==> src/rtl/multi_freq_serial_out.sv <==
// Byte-command driven multi-channel serial pattern generator.
// Each pattern bit is held for one of several programmable periods.
`timescale 1ns/1ps
module multi_freq_serial_out #(
  parameter int unsigned DATA_BIT   = 32,
  parameter int unsigned OUTPUT_NUM = 16,
  parameter int unsigned PERIOD_NUM = 4,
  parameter int unsigned PERIOD_W   = 8,
  parameter logic [PERIOD_NUM*PERIOD_W-1:0] DEFAULT_PERIODS = {8'd40, 8'd10, 8'd5, 8'd20},
  parameter logic [7:0] CMD_DATA   = 8'h01,
  parameter logic [7:0] CMD_CTRL   = 8'h02,
  parameter logic [7:0] CMD_FREQ   = 8'h03,
  parameter logic [7:0] CMD_PERIOD = 8'h04,
  parameter logic [7:0] CMD_STOP   = 8'h05
) (
  input  logic                  clk_i,
  input  logic                  rst_ni,
  input  logic [7:0]            data_i,
  input  logic                  rx_done_tick_i,
  output logic [OUTPUT_NUM-1:0] serial_out_o,
  output logic [OUTPUT_NUM-1:0] busy_o,
  output logic [OUTPUT_NUM-1:0] done_tick_o,
  output logic                  cmd_err_o
);

  localparam int unsigned SEL_W      = $clog2(PERIOD_NUM);
  localparam int unsigned IDX_W      = $clog2(DATA_BIT);
  localparam int unsigned FREQ_W     = DATA_BIT * SEL_W;
  localparam int unsigned DATA_BYTES = DATA_BIT / 8;
  localparam int unsigned FREQ_BYTES = FREQ_W / 8;
  localparam int unsigned PER_BITS   = PERIOD_NUM * 8;
  localparam int unsigned BUF_A      = (DATA_BIT > FREQ_W) ? DATA_BIT : FREQ_W;
  localparam int unsigned BUF_W      = (BUF_A > PER_BITS) ? BUF_A : PER_BITS;

  typedef enum logic [2:0] {
    S_IDLE, S_DATA, S_CTRL, S_FREQ, S_PERIOD, S_STOP
  } state_t;

  state_t r_state, w_state_nxt;

  logic [7:0]                         r_cnt;
  logic [7:0]                         r_ch;
  logic [2:0]                         r_ctrl;
  logic [BUF_W-9:0]                   r_buf;
  logic [FREQ_W-1:0]                  r_freq;
  logic [PERIOD_NUM-1:0][PERIOD_W-1:0] r_period;
  logic                               r_cmd_err;
  logic [OUTPUT_NUM-1:0]              r_go;
  logic [OUTPUT_NUM-1:0]              r_stop;
  logic [1:0]                         r_go_mode;
  logic [7:0]                         r_go_rep;

  logic [BUF_W-1:0]      w_buf_nxt;
  logic [DATA_BIT-1:0]   w_data_val;
  logic [7:0]            w_ch;
  logic                  w_ch_ok;
  logic [OUTPUT_NUM-1:0] w_ch_mask;
  logic                  w_last;
  logic                  w_err;
  logic [OUTPUT_NUM-1:0] w_go;
  logic [OUTPUT_NUM-1:0] w_stop;
  logic [OUTPUT_NUM-1:0] w_data_we;
  logic                  w_freq_we;
  logic                  w_period_we;

  // Multi-byte payloads are assembled LSB-first; the newest byte lands on top.
  assign w_buf_nxt  = {data_i, r_buf};
  assign w_data_val = w_buf_nxt[BUF_W-1 -: DATA_BIT];
  assign w_ch       = (r_state == S_STOP) ? data_i : r_ch;
  assign w_ch_ok    = 32'(w_ch) < OUTPUT_NUM;
  assign w_ch_mask  = OUTPUT_NUM'(1) << w_ch;

  always_ff @(posedge clk_i or negedge rst_ni) begin
    if (!rst_ni) r_state <= S_IDLE;
    else         r_state <= w_state_nxt;
  end

  // Parser next state and per-command decode on the final byte.
  always_comb begin
    w_state_nxt = r_state;
    w_last      = 1'b0;
    w_err       = 1'b0;
    w_go        = '0;
    w_stop      = '0;
    w_data_we   = '0;
    w_freq_we   = 1'b0;
    w_period_we = 1'b0;
    if (rx_done_tick_i) begin
      case (r_state)
        S_IDLE: begin
          case (data_i)
            CMD_DATA:   w_state_nxt = S_DATA;
            CMD_CTRL:   w_state_nxt = S_CTRL;
            CMD_FREQ:   w_state_nxt = S_FREQ;
            CMD_PERIOD: w_state_nxt = S_PERIOD;
            CMD_STOP:   w_state_nxt = S_STOP;
            default:    w_err       = 1'b1;
          endcase
        end
        S_DATA: begin
          if (r_cnt == 8'(DATA_BYTES)) begin
            w_last = 1'b1;
            if (w_ch_ok) w_data_we = w_ch_mask;
            else         w_err     = 1'b1;
          end
        end
        S_CTRL: begin
          if (r_cnt == 8'd2) begin
            w_last = 1'b1;
            if (!w_ch_ok) begin
              w_err = 1'b1;
            end else if (r_ctrl[2:1] == 2'b11) begin
              w_err  = 1'b1;
              w_stop = w_ch_mask;
            end else if (r_ctrl[0]) begin
              w_go = w_ch_mask;
            end else begin
              w_stop = w_ch_mask;
            end
          end
        end
        S_FREQ: begin
          if (r_cnt == 8'(FREQ_BYTES - 1)) begin
            w_last    = 1'b1;
            w_freq_we = 1'b1;
          end
        end
        S_PERIOD: begin
          if (r_cnt == 8'(PERIOD_NUM - 1)) begin
            w_last      = 1'b1;
            w_period_we = 1'b1;
          end
        end
        S_STOP: begin
          w_last = 1'b1;
          if (data_i == 8'hFF) w_stop = '1;
          else if (w_ch_ok)    w_stop = w_ch_mask;
          else                 w_err  = 1'b1;
        end
        default: w_state_nxt = S_IDLE;
      endcase
      if (w_last) w_state_nxt = S_IDLE;
    end
  end

  // Parser datapath and global timing configuration.
  always_ff @(posedge clk_i or negedge rst_ni) begin
    if (!rst_ni) begin
      r_cnt     <= '0;
      r_ch      <= '0;
      r_ctrl    <= '0;
      r_buf     <= '0;
      r_freq    <= '0;
      r_period  <= DEFAULT_PERIODS;
      r_cmd_err <= 1'b0;
      r_go      <= '0;
      r_stop    <= '0;
      r_go_mode <= '0;
      r_go_rep  <= '0;
    end else begin
      r_cmd_err <= w_err;
      r_go      <= w_go;
      r_stop    <= w_stop;
      if (rx_done_tick_i) begin
        r_buf <= w_buf_nxt[BUF_W-1:8];
        r_cnt <= (r_state == S_IDLE || w_last) ? 8'd0 : r_cnt + 8'd1;
        if (r_state != S_IDLE && r_cnt == 8'd0) r_ch <= data_i;
        if (r_state == S_CTRL && r_cnt == 8'd1) r_ctrl <= data_i[2:0];
      end
      if (w_go != '0) begin
        r_go_mode <= r_ctrl[2:1];
        r_go_rep  <= data_i;
      end
      if (w_freq_we) r_freq <= w_buf_nxt[BUF_W-1 -: FREQ_W];
      if (w_period_we) begin
        for (int i = 0; i < PERIOD_NUM; i++) begin
          r_period[i] <= PERIOD_W'(w_buf_nxt[BUF_W - PER_BITS + i*8 +: 8]);
        end
      end
    end
  end

  logic [DATA_BIT-1:0] r_shadow     [OUTPUT_NUM];
  logic [DATA_BIT-1:0] r_active     [OUTPUT_NUM];
  logic [DATA_BIT-1:0] w_shadow_nxt [OUTPUT_NUM];
  logic [IDX_W-1:0]    r_idx        [OUTPUT_NUM];
  logic [PERIOD_W-1:0] r_tmr        [OUTPUT_NUM];
  logic [7:0]          r_runs       [OUTPUT_NUM];
  logic [1:0]          r_mode       [OUTPUT_NUM];
  logic [OUTPUT_NUM-1:0] r_ser, r_busy, r_done;

  always_comb begin
    for (int c = 0; c < OUTPUT_NUM; c++) begin
      w_shadow_nxt[c] = w_data_we[c] ? w_data_val : r_shadow[c];
    end
  end

  // Hold-count reload for bit b: period selected by the freq pattern, 0 acts as 1.
  function automatic logic [PERIOD_W-1:0] f_tmr_init(input logic [IDX_W-1:0] b);
    logic [SEL_W-1:0]    sel;
    logic [PERIOD_W-1:0] per;
    sel = r_freq[32'(b) * SEL_W +: SEL_W];
    per = r_period[sel];
    return (per == '0) ? '0 : per - PERIOD_W'(1);
  endfunction

  // Per-channel run engine; a new CTRL takes priority over completion.
  always_ff @(posedge clk_i or negedge rst_ni) begin
    if (!rst_ni) begin
      for (int c = 0; c < OUTPUT_NUM; c++) begin
        r_shadow[c] <= '0;
        r_active[c] <= '0;
        r_idx[c]    <= '0;
        r_tmr[c]    <= '0;
        r_runs[c]   <= '0;
        r_mode[c]   <= '0;
      end
      r_ser  <= '0;
      r_busy <= '0;
      r_done <= '0;
    end else begin
      for (int c = 0; c < OUTPUT_NUM; c++) begin
        r_done[c]   <= 1'b0;
        r_shadow[c] <= w_shadow_nxt[c];
        if (w_data_we[c] && !r_busy[c]) r_active[c] <= w_data_val;
        if (r_go[c]) begin
          r_active[c] <= w_shadow_nxt[c];
          r_idx[c]    <= '0;
          r_tmr[c]    <= f_tmr_init('0);
          r_ser[c]    <= w_shadow_nxt[c][0];
          r_busy[c]   <= 1'b1;
          r_mode[c]   <= r_go_mode;
          r_runs[c]   <= (r_go_rep == 8'd0) ? 8'd1 : r_go_rep;
        end else if (r_stop[c]) begin
          r_busy[c] <= 1'b0;
          r_ser[c]  <= 1'b0;
        end else if (r_busy[c]) begin
          if (r_tmr[c] != '0) begin
            r_tmr[c] <= r_tmr[c] - PERIOD_W'(1);
          end else if (r_idx[c] != IDX_W'(DATA_BIT - 1)) begin
            r_idx[c] <= r_idx[c] + IDX_W'(1);
            r_tmr[c] <= f_tmr_init(r_idx[c] + IDX_W'(1));
            r_ser[c] <= r_active[c][r_idx[c] + IDX_W'(1)];
          end else if (r_mode[c] == 2'b01 || (r_mode[c] == 2'b10 && r_runs[c] > 8'd1)) begin
            if (r_mode[c] == 2'b10) r_runs[c] <= r_runs[c] - 8'd1;
            r_active[c] <= w_shadow_nxt[c];
            r_idx[c]    <= '0;
            r_tmr[c]    <= f_tmr_init('0);
            r_ser[c]    <= w_shadow_nxt[c][0];
          end else begin
            r_busy[c] <= 1'b0;
            r_ser[c]  <= 1'b0;
            r_done[c] <= 1'b1;
          end
        end
      end
    end
  end

  assign serial_out_o = r_ser;
  assign busy_o       = r_busy;
  assign done_tick_o  = r_done;
  assign cmd_err_o    = r_cmd_err;

endmodule

==> config.mk <==
export PLATFORM = sky130hd
export DESIGN_NAME = multi_freq_serial_out
export DESIGN_NICKNAME = d
export VERILOG_FILES = /design/src/rtl/multi_freq_serial_out.sv
export SDC_FILE = /design/constraint.sdc
export NUM_CORES = 2
export LEC_CHECK = 0
export CORE_MARGIN = 2
export CORE_UTILIZATION = 58
export DETAILED_ROUTE_END_ITERATION = 10
export GPL_TIMING_DRIVEN = 0
export HOLD_SLACK_MARGIN = 0.15
export PLACE_DENSITY = 0.77
export SYNTH_ARGS = -nofsm -noshare
export SYNTH_HDL_FRONTEND = slang
export SYNTH_SLANG_ARGS = --single-unit
==> constraint.sdc <==
create_clock -name clk_i -period 4.04 [get_ports clk_i]
set_clock_uncertainty 0.15 [all_clocks]
set_input_delay 0.404 -clock clk_i [delete_from_list [all_inputs] [get_ports clk_i]]
set_output_delay 0.404 -clock clk_i [all_outputs]
set_load 0.02 [all_outputs]
# Yosys cells after proc, flatten, opt, wreduce, memory -nomap -nowiden
# Index checks and enable logic that the tools add are counted.
[totals]
mem_bits_ro = 0
input_bits = 11
ramBits = 0
ff_bits = 1657
elab_cells = 1509
latch_bits = 0
output_inout_bits = 49
memories = 0
[op_classes]
mux = 846
n_bitwise = 0
reduce_logical = 270
multipliers = 0
n_shift = 17
magnitude_cmp = 50
n_eq_ne = 131
addsub = 66
n_div = 0
[ops]
columns = ["op", "count"]
rows = [
  ["$mux 32", 128],
  ["$mux 8", 245],
  ["$shiftx 64x7->2", 16],
  ["$mux 5", 96],
  ["$sub 8x1->8 const B", 49],
  ["$mux 1", 322],
  ["$bmux 8 s2", 17],
  ["$mux 16", 16],
  ["$logic_not 8->1", 19],
  ["$gt 8x1->1 const B", 16],
  ["$reduce_bool 8->1", 16],
  ["$reduce_bool 3->1", 33],
  ["$lt 5x6->1 const B", 16],
  ["$ne 2x2->1 const B", 48],
  ["$reduce_and 6->1", 16],
  ["$reduce_bool 2->1", 48],
  ["$add 5x1->5 const B", 16],
  ["$bmux 1 s5", 16],
  ["$ne 5x5->1 const B", 16],
  ["$reduce_and 4->1", 16],
  ["$reduce_bool 4->1", 16],
  ["$lt 2x3->1 const B", 17],
  ["$reduce_and 3->1", 17],
  ["$ne 3x3->1 const B", 16],
  ["other kinds (27)", 149],
]

# Depth between registers and ports, before layout
[depth]
word_depth = 15
ltp_mapped = 18
depth_no_buf = 15

# Worst setup path after synthesis
# Ideal clock, no wire load.
[synth_path]
kind = "register -> register"
start = "reg r_idx[55] (netlist name)"
end = "reg r_tmr[94] (netlist name)"
synth_period_minus_slack_ns = 4.366
path_stages_with_launch = 18
path_slack_ns = -0.326
path_buffers = 4
t_arrival_ns = 4.074
setup_ns = 0.142
required_ns = 3.748
path_cell_list = "dfrtp_1 > ha_1 > buf_2 > buf_2 > clkbuf_1 > mux4_2 > mux4_2 > mux2i_1 > buf_2 > mux2i_1 > inv_1 > ha_1 > and2_1 > a22oi_1 > nor4_1 > xor2_1 > a221oi_1 > a211oi_1"
[synth_via]
elab_chain_cells = 11
elab_cells_between_ends = 15
cone_classes = "add/sub (2); eq/ne (1); shift (1); mux (8); reduce/logical (3)"
[synth_lines]
columns = ["element", "line_no", "rtl"]
rows = [
  ["from (decl)", "186", "logic [IDX_W-1:0] r_idx [OUTPUT_NUM];"],
  ["from (signal, indexed assignment)", "241", "r_idx[c] <= r_idx[c] + IDX_W'(1);"],
  ["$add 5x1->5", "242", "r_tmr[c] <= f_tmr_init(r_idx[c] + IDX_W'(1));"],
  ["$shiftx 64x7->2", "202", "sel = r_freq[32'(b) * SEL_W +: SEL_W];"],
  ["$bmux 8 s2", "203", "per = r_period[sel];"],
  ["$mux 8 (not written as such)", "203", ""],
  ["$sub 8x1->8 / $logic_not 8->1 (equally long branches)", "204", "return (per == '0) ? '0 : per - PERIOD_W'(1);"],
  ["$mux 8", "204", ""],
  ["$mux 8", "240", "end else if (r_idx[c] != IDX_W'(DATA_BIT - 1)) begin"],
  ["$mux 8", "238", "if (r_tmr[c] != '0) begin"],
  ["$mux 8", "237", "end else if (r_busy[c]) begin"],
  ["$mux 8", "234", "end else if (r_stop[c]) begin"],
  ["$mux 8", "226", "if (r_go[c]) begin"],
  ["to (signal, indexed assignment)", "229", "r_tmr[c] <= f_tmr_init('0);"],
  ["to (signal, indexed assignment)", "239", "r_tmr[c] <= r_tmr[c] - PERIOD_W'(1);"],
  ["to (signal, indexed assignment)", "242", ""],
  ["to (decl)", "187", "logic [PERIOD_W-1:0] r_tmr [OUTPUT_NUM];"],
]
# Several ways; a longest one is shown, not always the timed one. The select of a mux whose other input is x is not followed.
# A chain may end at the register's enable or synchronous reset.

# Worst setup path after layout
[layout_path]
start = "reg r_idx[61] (netlist name)"
end = "reg r_tmr[101] (netlist name)"
# The elaborated chain is that of the path after synthesis.

==> out/summary.txt <==
Post-synth EDFFs: 0
Post-route DRC: 0
Setup TNS: -5639 ps
Final nets: 9408
R2r setup slk: -320 ps
CTS Buffer Depth: 3
Final setup margin: -325.0 ps
First-pass GRT wire length: 525.6 mm
Crit path DAT: 4870 ps
TritonCTS buffer count: 175
Fmax: 229.1 MHz
Leakage: 47.77 nW
Critical Path RT: 4550 ps
Hold crit path type: primary input to flop
Final setup vio count: 95
Outcome: finished with violations
Failing checks: max-capacitance violations, max-slew violations, negative setup slack
Max stage delay on crit path: 560 ps
Num ports: 60
DR pass1 iterations: 10
Most frequent cell after synthesis: dfrtp_1
Worst reg-to-reg path cell count: 13
Worst-path cell chain: ha_4 -> xor2_4 -> buf_12 -> mux4_2 -> mux4_2 -> mux2i_4 -> buf_6 -> mux2i_1 -> mux2i_2 -> or4_4 -> or4b_4 -> o211ai_1 -> a221oi_2
Post-Route Utilization: 69.58%
Clock Power Share: 45.9%
Top cell type's share of synthesized area: 44.17%
Area of the core: 160200 sq um
Internal: 28.17 mW
Worst setup EP type: flop
Initial DRC count: 12240
WL/cell: 32.02 um
CP delay by family, top: multiplexers
TritonCTS Sinks: 1657
Final hold vios: 0
Synth Net Count: 8805
Worst r2r src: r_idx[61]
WP depth: 13
RSZ-0062 raised after global routing: true
CTS tree: yes
RePlAce Congestion: 1.070
Synth async-reset ratio: 100.0%
CP startpoint kind: flop
Pwr per Cell Area: 349.3 nW/um^2
Root Driver: clkbuf_16
Sequential share of power: 44.1%
Crit path kind: flop to flop
Psw: 10.77 mW
Period utilization: 108.0%
Combinational power share: 10.0%
Clk_lat worst skew: 880 ps
Vias in the first global route: 78480
Post-synthesis cell type count: 107
Worst slew pin tran: 1714 ps
Htree depth: 4
Placed Area: 97220 sq um
HPWL reported at the end of detailed placement: 248.8 mm
Mapped Area: 93410 sq um
# fillers: 11140
YS warnings: 0
Max Cap Violations: 26
Slew Limit Fails: 276
Post-layout power: 38.94 mW
Synth Register Bits: 1657
Worst path bufs/invs: 2
Syn_area_per_cell: 10.77 sq um
Die ar.: 164300 sq um
Layout cells sized above 1: 28.92%
Synth area leaders: dfrtp_1 (44%), mux4_2 (11%), mux2_2 (8.6%)
Worst R2R End: r_tmr[101]
Crit path from: r_idx[61]
DR vias: 82140
Routed Antenna Nets: 0
Slowest-stage cell, CP: or4_4
Hold Path Depth: 5
Most frequent CP cell: mux4_2
Pin count of the biggest net entering global routing: 197
Vias/cell: 7.068
GRT Total Usage: 44.14%
Chip height: 405.3 um
Top_reg_cell synth: dfrtp_1
Row count: 147
Final Cell Area: 111500 sq um
DIE WIDTH: 405.3 um
CP Max Fanout: 10
Initial Utilization: 58.31%
Worst Hold Launch: data_i[0]
Slew margin rel.: -14.30%
End of the critical path: r_tmr[101]
Final WL: 372.1 mm
Synth area leader: dfrtp_1
Sw Ratio: 27.66%
Final min period: 4365 ps
Clock-pin slew on the worst setup and hold paths: 60 ps
Synth-to-layout area growth: 19.33%
Cells after Synth: 8676
Worst vdd ir: 0.0005226 V
Post-synth top cells: dfrtp_1 (1649), nor2_1 (1385), mux2_2 (717)
Register area share after synthesis: 44.40%
PortBufs: 58
Initial antenna violation count: 27
GR Overflow Total: 0
-- layer usage --
| metal | track usage (%) | part of all wire (%) | vias up |
|---|---|---|---|
| met2 | 61.33 | 41 | 6575 |
| li1 | - | - | 32790 |
| met5 | 1.130 | 0.19 | - |
| met1 | 53.51 | 34 | 40870 |
| met4 | 32.19 | 9.0 | 54 |
| met3 | 20.77 | 16 | 1846 |
-- layout by cell type, fill, tap and decap left out, types with 33 or more instances in the layout --
master	netlist	final
a211oi_1	83	54
a21oi_1	235	192
a21oi_2	0	37
buf_1	106	77
buf_12	0	50
buf_4	38	323
buf_6	17	68
clkbuf_1	578	441
clkbuf_16	0	189
clkbuf_2	1	100
clkbuf_4	0	33
clkbuf_8	1	36
clkdlybuf4s50_1	0	57
clkinv_2	0	38
dfrtp_1	1649	1630
ha_1	118	77
inv_1	188	173
mux2_2	717	715
mux2i_1	451	322
mux2i_2	4	65
mux2i_4	5	73
mux4_2	451	457
nand2_1	455	448
nand2b_1	53	53
nand3_1	78	72
nor2_1	1385	1369
nor2b_1	49	44
nor3_1	161	143
nor4_1	65	50
o21ai_0	278	265
o221ai_1	63	47
o22ai_1	538	537
or3_1	42	40
xnor2_1	160	145
xor2_1	103	83
-- what timing repair did --
item | in CTS | in global routing
endpoints found under the setup margin | 949 | 1064
setup buffers | 200 | 172
resized for setup | 606 | 553
hold buffers | 2 | 0
gates cloned | 1 | 5
pin swaps | 80 | 142
endpoints found under the hold margin | 194 | 0
-- registers in the layout, summed over array words and instances, names as in the netlist --
| signal | cells |
|---|---|
| r_cnt | 8 |
| r_tmr | 128 |
| r_shadow | 512 |
| r_period | 32 |
| r_go | 16 |
| done_tick_o | 16 |
| r_mode | 32 |
| serial_out_o | 16 |
| busy_o | 16 |
| r_idx | 80 |
| r_go_rep | 8 |
| r_freq | 64 |
| r_stop | 16 |
| r_buf | 56 |
| r_state | 3 |
| r_ctrl | 3 |
| r_runs | 128 |
| r_go_mode | 2 |
| cmd_err_o | 1 |
| r_ch | 8 |
| r_active | 512 |
-- per-stage QoR --
stage          cells  setup slack, ps  hold WS, ps
2_1_floorplan   8676           -100.6       -41.59
6_report       11620           -325.0        246.5
3_3_place_gp   10890           -71470        316.5
4_1_cts        11430           -231.4        160.9
3_5_place_dp   10910            -2507        317.5
5_1_grt        11600           -385.7        266.5
-- worst min-delay path, delay by kind of cell --
kind	cells	cell delay [ps]
AND/OR/NAND/NOR	3	430
buffers and inverters	1	230
AO/OA/AOI/OAI	1	130
-- layout make-up --
cell class | instances | area [sq um] | area share (%)
inverters | 189 | 713.2 | 0.6398
diodes | 31 | 77.57 | 0.06959
flip-flops and latches | 1657 | 41500 | 37.23
repair buffers | 453 | 4388 | 3.936
clock inverters | 96 | 1445 | 1.296
plain buffers | 765 | 4359 | 3.911
clock buffers | 233 | 4901 | 4.397
multi-input cells | 6038 | 51390 | 46.10
well taps | 2160 | 2703 | 2.424
-- cells by family after synthesis --
kind of cell | Yosys count | share of synthesized area (%)
simple gates | 2500 | 11.76
xor+xnor | 274 | 2.706
buf+inv | 981 | 4.312
compound gates | 1506 | 10.39
fa+ha+maj | 118 | 1.581
mux | 1640 | 24.85
flops | 1657 | 44.40
-- power by group through the flow --
stage	Clock [mW]	Combinational (mW)	Sequential (mW)
after floorplan	0	1.25	17.4
after CTS	17.8	3.49	17.1
after global routing	18.5	3.88	17.2
final	17.9	3.91	17.2
after detailed placement	0	3.29	17.4
after global placement	0	3.05	17.5
-- worst min path at each step --
| stage | end |
|---|---|
| floorplan | busy_o[0] |
| global placement | serial_out_o[5] |
| detailed placement | r_runs[60] |
| CTS | r_stop[15] |
| global route | r_stop[15] |
| finish | r_stop[1] |
No activity file was read; power rests on OpenSTA's default activity.
